$ cat src/rtl/lzw_code_assign.sv
// LZW dictionary code assignment: hash lookups, code allocation on miss,
// full-RAM clear sweep after reset or on request.
module lzw_code_assign (
    input  logic        clk,
    input  logic        rst,
    input  logic        req_valid,
    output logic        req_ready,
    input  logic [11:0] req_addr,
    output logic        rsp_valid,
    output logic        rsp_hit,
    output logic [12:0] rsp_code,
    input  logic        clear_start,
    output logic        clear_busy,
    output logic        dict_full,
    output logic        ram_en,
    output logic        ram_wr,
    output logic [12:0] ram_addr,
    output logic [12:0] ram_wdata,
    input  logic [12:0] ram_rdata
);

    localparam logic [12:0] FIRST_CODE = 13'd258;
    localparam logic [12:0] MAX_CODE   = 13'd4095;

    typedef enum logic [2:0] {
        CLEAR,
        IDLE,
        READ,
        EVAL,
        WRITE
    } state_t;

    state_t      state;
    logic [12:0] next_code;
    logic        clr_pend;

    always_ff @(posedge clk or posedge rst) begin
        if (rst) begin
            state      <= CLEAR;
            next_code  <= FIRST_CODE;
            clr_pend   <= 1'b0;
            req_ready  <= 1'b0;
            rsp_valid  <= 1'b0;
            rsp_hit    <= 1'b0;
            rsp_code   <= '0;
            clear_busy <= 1'b1;
            dict_full  <= 1'b0;
            ram_en     <= 1'b0;
            ram_wr     <= 1'b0;
            ram_addr   <= '0;
            ram_wdata  <= '0;
        end else begin
            rsp_valid <= 1'b0;
            if (clear_start && state != CLEAR)
                clr_pend <= 1'b1;
            unique case (state)
                CLEAR: begin
                    if (ram_en && ram_addr[11:0] == 12'hFFF) begin
                        ram_en     <= 1'b0;
                        ram_wr     <= 1'b0;
                        next_code  <= FIRST_CODE;
                        dict_full  <= 1'b0;
                        clear_busy <= 1'b0;
                        req_ready  <= 1'b1;
                        state      <= IDLE;
                    end else begin
                        ram_en    <= 1'b1;
                        ram_wr    <= 1'b1;
                        ram_wdata <= '0;
                        // ram_en low means the sweep has not started yet
                        ram_addr  <= ram_en ? ram_addr + 13'd1 : 13'd0;
                    end
                end
                IDLE: begin
                    ram_en <= 1'b0;
                    ram_wr <= 1'b0;
                    if (clr_pend || clear_start) begin
                        clr_pend   <= 1'b0;
                        clear_busy <= 1'b1;
                        req_ready  <= 1'b0;
                        ram_en     <= 1'b1;
                        ram_wr     <= 1'b1;
                        ram_wdata  <= '0;
                        ram_addr   <= '0;
                        state      <= CLEAR;
                    end else if (req_valid && req_ready) begin
                        req_ready <= 1'b0;
                        ram_en    <= 1'b1;
                        ram_addr  <= {1'b0, req_addr};
                        state     <= READ;
                    end else begin
                        req_ready <= 1'b1;
                    end
                end
                READ: begin
                    ram_en <= 1'b0;
                    state  <= EVAL;
                end
                EVAL: begin
                    // address stays put: the bank mux follows it this cycle
                    if (ram_rdata != 13'd0) begin
                        rsp_valid <= 1'b1;
                        rsp_hit   <= 1'b1;
                        rsp_code  <= ram_rdata;
                        state     <= IDLE;
                    end else if (!dict_full) begin
                        state <= WRITE;
                    end else begin
                        rsp_valid <= 1'b1;
                        rsp_hit   <= 1'b0;
                        rsp_code  <= '0;
                        state     <= IDLE;
                    end
                end
                WRITE: begin
                    ram_en    <= 1'b1;
                    ram_wr    <= 1'b1;
                    ram_wdata <= next_code;
                    rsp_valid <= 1'b1;
                    rsp_hit   <= 1'b0;
                    rsp_code  <= next_code;
                    if (next_code == MAX_CODE)
                        dict_full <= 1'b1;
                    else
                        next_code <= next_code + 13'd1;
                    state <= IDLE;
                end
                default: state <= CLEAR;
            endcase
        end
    end

endmodule
$ cat config.mk
export PLATFORM = sky130hd
export DESIGN_NAME = lzw_code_assign
export DESIGN_NICKNAME = d
export VERILOG_FILES = /design/src/rtl/lzw_code_assign.sv
export SDC_FILE = /design/constraint.sdc
export NUM_CORES = 1
export LEC_CHECK = 0
export CAP_MARGIN = 20
export CORE_MARGIN = 2
export CORE_UTILIZATION = 50
export CTS_CLUSTER_SIZE = 14
export DETAILED_ROUTE_END_ITERATION = 10
export PLACE_DENSITY_LB_ADDON = 0.1
export SLEW_MARGIN = 20
export SYNTH_ARGS = -nofsm -noshare
export SYNTH_HDL_FRONTEND = slang
export SYNTH_SLANG_ARGS = --single-unit
$ cat constraint.sdc
create_clock -name clk -period 2.7 [get_ports clk]
set_input_delay 0.54 -clock clk [delete_from_list [all_inputs] [get_ports clk]]
set_output_delay 0.54 -clock clk [all_outputs]
set_load 0.05 [all_outputs]
==> results of run 1 <==
-- kinds of logic after synthesis --
group                      count (synthesis)  share of synthesized area (%)
AOI/OAI and AO/OA                        107                           24.0
adders and majority gates                  2                          0.771
buffers and inverters                     31                           4.39
DFF                                       63                           48.7
muxes                                     12                           3.74
and+or+nand+nor                          112                           18.4
-- flip-flops by register name, indices dropped and copies added, names as in the netlist --
signal and flops:
ram_wdata 13, clear_busy 1, clr_pend 1, dict_full 1, rsp_valid 1, state 3, req_ready 1, ram_addr 13
next_code 13, rsp_code 13, ram_en 1, ram_wr 1, rsp_hit 1
-- metrics by stage --
stage / instance area [µm²] / hold WS, ps / setup WS, ps
after floorplan: 3250 / 485 / 478
after global placement: 4050 / 485 / 339
after detailed placement: 4050 / 483 / 285
after CTS: 4240 / 506 / 383
after global routing: 4240 / 530 / 309
final: 4240 / 500 / 364
-- layout by cell type, fill, tap and decap left out, types with 4 or more instances in the layout --
cell	instances
a21oi_1	7
inv_1	8
nor2_1	18
nand2_1	39
a22o_1	14
nor4_1	5
o211ai_1	5
o211a_1	5
mux2i_1	11
buf_4	8
a22oi_1	17
clkdlybuf4s50_1	74
clkbuf_8	10
dfrtp_1	60
nand4_1	4
and2_1	5
a31oi_1	4
o22ai_1	5
o21ai_0	22
a32oi_1	9
and3_1	5
o2bb2ai_1	7
nand3_1	11
nor3_1	5
-- metal layers --
| metal | vias to the layer above | wire length, µm | GRT usage [%] |
|---|---|---|---|
| li1 | 1390 | - | - |
| met1 | 1415 | 4070 | 37.1 |
| met2 | 104 | 3710 | 34.7 |
| met3 | 6 | 538 | 6.29 |
| met4 | 0 | 57 | 6.20 |
| met5 | - | 0 | 0 |
-- worst min-delay path by stage --
stage	startpoint	to
after detailed placement	ram_wdata[8]	ram_wdata[8]
after global routing	ram_wdata[7]	ram_wdata[7]
after global placement	ram_wdata[3]	ram_wdata[3]
after CTS	ram_wdata[6]	ram_wdata[6]
after floorplan	next_code[12]	dict_full
final	ram_wdata[6]	ram_wdata[6]
-- power groups by stage --
stage	Sequential, mW	Clock, mW	Combinational [mW]
floorplan	2.00	0	0.730
global placement	1.42	0	1.90
detailed placement	1.44	0	1.94
CTS	1.42	0.815	1.94
global route	1.46	0.862	2.05
finish	1.43	0.802	1.94
-- cell type report --
class / count / area share, %
repair buffers: 83 / 19.3
flip-flops and latches: 63 / 37.2
well taps: 77 / 2.27
multi-input cells: 233 / 35.9
clock inverters: 4 / 1.06
inverters: 9 / 0.796
clock buffers: 12 / 3.42
==> results.py, run 1 <==
metrics = {
    "sta": {
        "fin_skew_ps": 7.64,
        "rsz0062_at_grt": "no",
        "setup_violations": 0,
        "fmax_mhz": 428,
        "tightest_slew_ps": 855,
        "relSlewSlack_pct": 42.8,
        "finalCritPeriodShare_pct": 86.5,
        "fin_crit_ps": 2340,
        "drv_slew": 0,
        "hold_violations": 0,
        "setup_tns_ps": 0,
    },
    "yosys": {
        "ys.flop_type": "dfrtp_1",
        "ys_seq_elements": 63,
        "synth_nets": 358,
        "yosysTopAreaCell": "dfrtp_1",
        "synth.cell_area_um2": 3250,
        "synth_top_area_share_pct": 46.3,
        "ys_types": 54,
        "yosys_warnings": 0,
        "synth_edf_count": 0,
        "syn_area_per_cell_um2": 9.93,
        "yosys-top-cells-count": "dfrtp_1 (60), nand2_1 (39), o21ai_0 (22)",
        "async_reset_ff_share_pct": 100,
        "syn_inst": 327,
        "synth.most_common_cell": "dfrtp_1",
        "synth_area_leaders": "dfrtp_1 (46%), nand2_1 (4.5%), a22oi_1 (3.9%), a22o_1 (3.8%), mux2i_1 (3.4%)",
        "ys_seq_area_share_pct": 48.7,
    },
    "drt": {
        "avgViaCountPerCell": 6.06,
        "drt_iter0_drc": 169,
        "vias": 2915,
        "dr.pass1.iters": 5,
        "wl_per_cell_um": 17.4,
        "final_antenna_net_count": 0,
        "drc_errors": 0,
        "postRouteWirelength_um": 8380,
    },
    "global_route": {
        "grt_usage_pct": 24.3,
        "grt_max_degree": 38,
        "grt_pass1_wl_um": 13900,
        "antenna_found_initial": 0,
        "gr-total-overflow": 0,
        "first_global_vias": 2790,
    },
    "place": {
        "dp.cells": 465,
        "place_congestion": 0.852,
        "dp_hpwl_um": 5770,
        "numPortBuffers": 74,
    },
    "worst_setup_path": {
        "worst_path_max_delay_cell": "clkdlybuf4s50_1",
        "endpoint": "ram_en",
        "crit_path_max_fanout": 11,
        "cp_num_cells": 1,
        "r2r_setup_slack_ps": 580,
        "worstReg2RegStart": "state[0]",
        "critPathLaunch": "ram_en",
        "reg2reg_to": "next_code[11]",
        "slowest_delay_ps": 880,
        "cp_data_arrival_time_ps": 1800,
        "worstSetupPathType": "reg -> out",
        "r2r_cells": 4,
        "crit_chain": "clkdlybuf4s50_1",
        "critPathTopFamily": "buffers and inverters",
        "crit_path_end_kind": "output port",
        "cp-start-kind": "flop",
        "crit_required_ps": 2160,
        "worstPathBufferInverterCount": 1,
    },
    "cts": {
        "cts.sinks": 63,
        "cts.path.max_buffers": 2,
        "cts_tree": "done",
        "cts-buffers-inserted": 9,
        "hold_buffers": 0,
        "cts_root_buf": "clkbuf_8",
        "clk_pin_slew_ps": 70,
        "cts_resized": 0,
        "htreeDepth": 3,
        "clk_latency_ps": 340,
        "postCtsSetupRepairBufs": 0,
    },
    "power": {
        "switching_power_mw": 1.87,
        "power_per_cell_area_nw_per_um2": 983,
        "seq_power_share_pct": 34.2,
        "power.total_mw": 4.17,
        "combPwrFrac_pct": 46.5,
        "intPower_mw": 2.30,
        "clkPwrFrac_pct": 19.2,
        "p_sw_share_pct": 44.9,
        "leakagePower_nw": 1.81,
        "ir_worst_vdd_mv": 0.676,
    },
    "floorplanning": {
        "die_w_um": 84.6,
        "die-area_um2": 7150,
        "io_pins": 75,
        "die_y_um": 84.6,
        "rows": 29,
        "initial_core_util_pct": 51.4,
        "core_area_um2": 6310,
    },
    "cells_and_area": {
        "stdcell_count": 481,
        "multi_input_area_um2": 1520,
        "final_layout_size_suffix_gt1_share_pct": 8.91,
        "utilization_pct": 67.2,
        "num_antenna_cells": 0,
        "fillers": 512,
        "final_nets": 430,
        "area_growth_pct": 30.8,
        "seqCellArea_um2": 1580,
    },
    "status": {
        "outcome": "finished clean",
    },
    "job": {
        "drv_cap": 0,
    },
    "hold_path": {
        "min_path_cells": 1,
        "min_path_type": "reg -> reg",
    },
}
No activity file was read; power rests on OpenSTA's default activity.
==> run 2: changes to the inputs <==
Settings changed: CAP_MARGIN 20 to unset, CORE_UTILIZATION 50 to 30, SKIP_CTS_REPAIR_TIMING set to 1.
==> run 2 against run 1 <==
Sequential power is essentially flat. Combinational power is essentially flat. Largest power group unchanged. Sequential cell count is the same. Global-route usage shrank 7.3 points. Clock power shrank 8.4%. First-iteration DRC count grew 9.5%. Setup slack gained 26 ps. Non-clock buffer count grew 1. Critical path type unchanged. Via count shrank 0.93%. Power shrank 1.2%.
==> results.py, run 2 (synthesized netlist as in run 1, its figures left out) <==
metrics = {
    "worst_setup_path": {
        "crit_path_end_kind": "output port",
        "cp-start-kind": "flop",
        "slowest_delay_ps": 880,
        "crit_required_ps": 2160,
        "cp_data_arrival_time_ps": 1770,
        "crit_chain": "clkdlybuf4s50_1",
        "worst_path_max_delay_cell": "clkdlybuf4s50_1",
        "crit_path_max_fanout": 11,
        "worstPathBufferInverterCount": 1,
        "worstSetupPathType": "reg -> out",
        "critPathTopFamily": "buffers and inverters",
    },
    "cts": {
        "cts-buffers-inserted": 9,
        "cts_tree": "done",
        "cts.path.max_buffers": 2,
        "cts_root_buf": "clkbuf_8",
        "cts.sinks": 63,
        "clk_latency_ps": 340,
        "htreeDepth": 3,
        "clk_pin_slew_ps": 80,
    },
    "power": {
        "leakagePower_nw": 1.79,
        "power_per_cell_area_nw_per_um2": 955,
        "ir_worst_vdd_mv": 0.464,
    },
    "place": {
        "numPortBuffers": 74,
        "pre_cts_ws_ps": 341,
        "place_congestion": 0.822,
        "dp_hpwl_um": 6670,
    },
    "sta": {
        "final.setup.worst_slack_ps": 390,
        "finalCritPeriodShare_pct": 85.6,
        "hold_violations": 0,
        "tightest_slew_ps": 525,
        "setup_tns_ps": 0,
        "relSlewSlack_pct": 65.0,
        "setup_violations": 0,
        "fin_skew_ps": 11.3,
        "fin_crit_ps": 2310,
        "drv_slew": 0,
        "rsz0062_at_grt": "no",
        "fmax_mhz": 433,
    },
    "global_route": {
        "use_met1_pct": 25.9,
        "first_global_vias": 2923,
        "grt_pass1_wl_um": 15400,
        "gr-total-overflow": 0,
        "met2_usage_pct": 24.2,
        "antenna_found_initial": 0,
        "grt_usage_pct": 17.0,
        "grt_use_met3_pct": 2.77,
        "top_usage_layer": "met1",
        "grt_max_degree": 47,
    },
    "floorplanning": {
        "die-area_um2": 11700,
        "io_pins": 75,
        "rows": 37,
        "core_area_um2": 10400,
        "die_w_um": 108,
        "die_y_um": 108,
        "initial_core_util_pct": 31.2,
    },
    "drt": {
        "final_antenna_net_count": 0,
        "vias": 2888,
        "avgViaCountPerCell": 5.34,
        "postRouteWirelength_um": 9530,
        "wl_per_cell_um": 17.6,
        "drt_iter0_drc": 185,
        "drc_errors": 0,
        "dr.pass1.iters": 4,
    },
    "cells_and_area": {
        "final_layout_size_suffix_gt1_share_pct": 9.63,
        "layout_commonest_cell": "clkdlybuf4s50_1",
        "area_growth_pct": 32.9,
        "final_cell_mix": "clkdlybuf4s50_1 (74), dfrtp_1 (60), nand2_1 (39), o21ai_0 (22), nor2_1 (18)",
        "final_nets": 431,
        "num_antenna_cells": 0,
    },
    "status": {
        "outcome": "finished clean",
    },
    "hold_path": {
        "min_path_type": "reg -> reg",
    },
    "job": {
        "drv_cap": 0,
    },
}
run 2: layer usage:
| metal | routed length, µm | vias up |
|---|---|---|
| met5 | 0 | - |
| met4 | 141 | 0 |
| met3 | 429 | 12 |
| met2 | 4100 | 78 |
| met1 | 4860 | 1422 |
| li1 | - | 1376 |
run 2: final timing paths:
check	startpoint	to	slack [ps]	cells past startpoint
min	ram_wdata[1]	ram_wdata[1]	500	1
min reg2reg	ram_wdata[1]	ram_wdata[1]	500	1
max in group asynchronous	rst	next_code[1]	1550	3
max reg2reg	ram_addr[0]	next_code[1]	510	6
max	ram_en	ram_en	390	1
min in group asynchronous	rst	ram_wdata[11]	520	2
run 2: final cells by class:
type / count / area, µm²
Clock buffer: 9 / 124
Clock inverter: 7 / 48.8
Fill cell: 1044 / 6100
Inverter: 9 / 33.8
Multi-Input combinational cell: 233 / 1530
Sequential cell: 63 / 1580
Tap cell: 136 / 170
Timing Repair Buffer: 84 / 828
run 2: power breakdown:
group / switching [mW] / total [mW] / internal (mW)
registers: 0.271 / 1.43 / 1.16
logic: 1.26 / 1.96 / 0.700
clock network: 0.403 / 0.735 / 0.332
run 2: per-stage QoR:
stage / instances / area (µm²) / utilization [%] / total power [mW] / hold slack [ps]
after floorplan: 327 / 3250 / - / 2.73 / 485
after global placement: 525 / 4140 / 39.8 / 3.41 / 484
after detailed placement: 525 / 4140 / 39.8 / 3.42 / 480
after CTS: 541 / 4310 / 41.4 / 4.17 / 506
after global routing: 541 / 4310 / 41.4 / 4.37 / 523
final: 541 / 4310 / 41.4 / 4.12 / 504
==> run 3: changes to the inputs <==
Settings changed: CTS_BUF_LIST set to sky130_fd_sc_hd__clkbuf_4 sky130_fd_sc_hd__clkbuf_8, CTS_CLUSTER_SIZE 14 to unset.
==> results of run 3 <==
No change in the layout: final DEF, timing and power equal those of run 2.
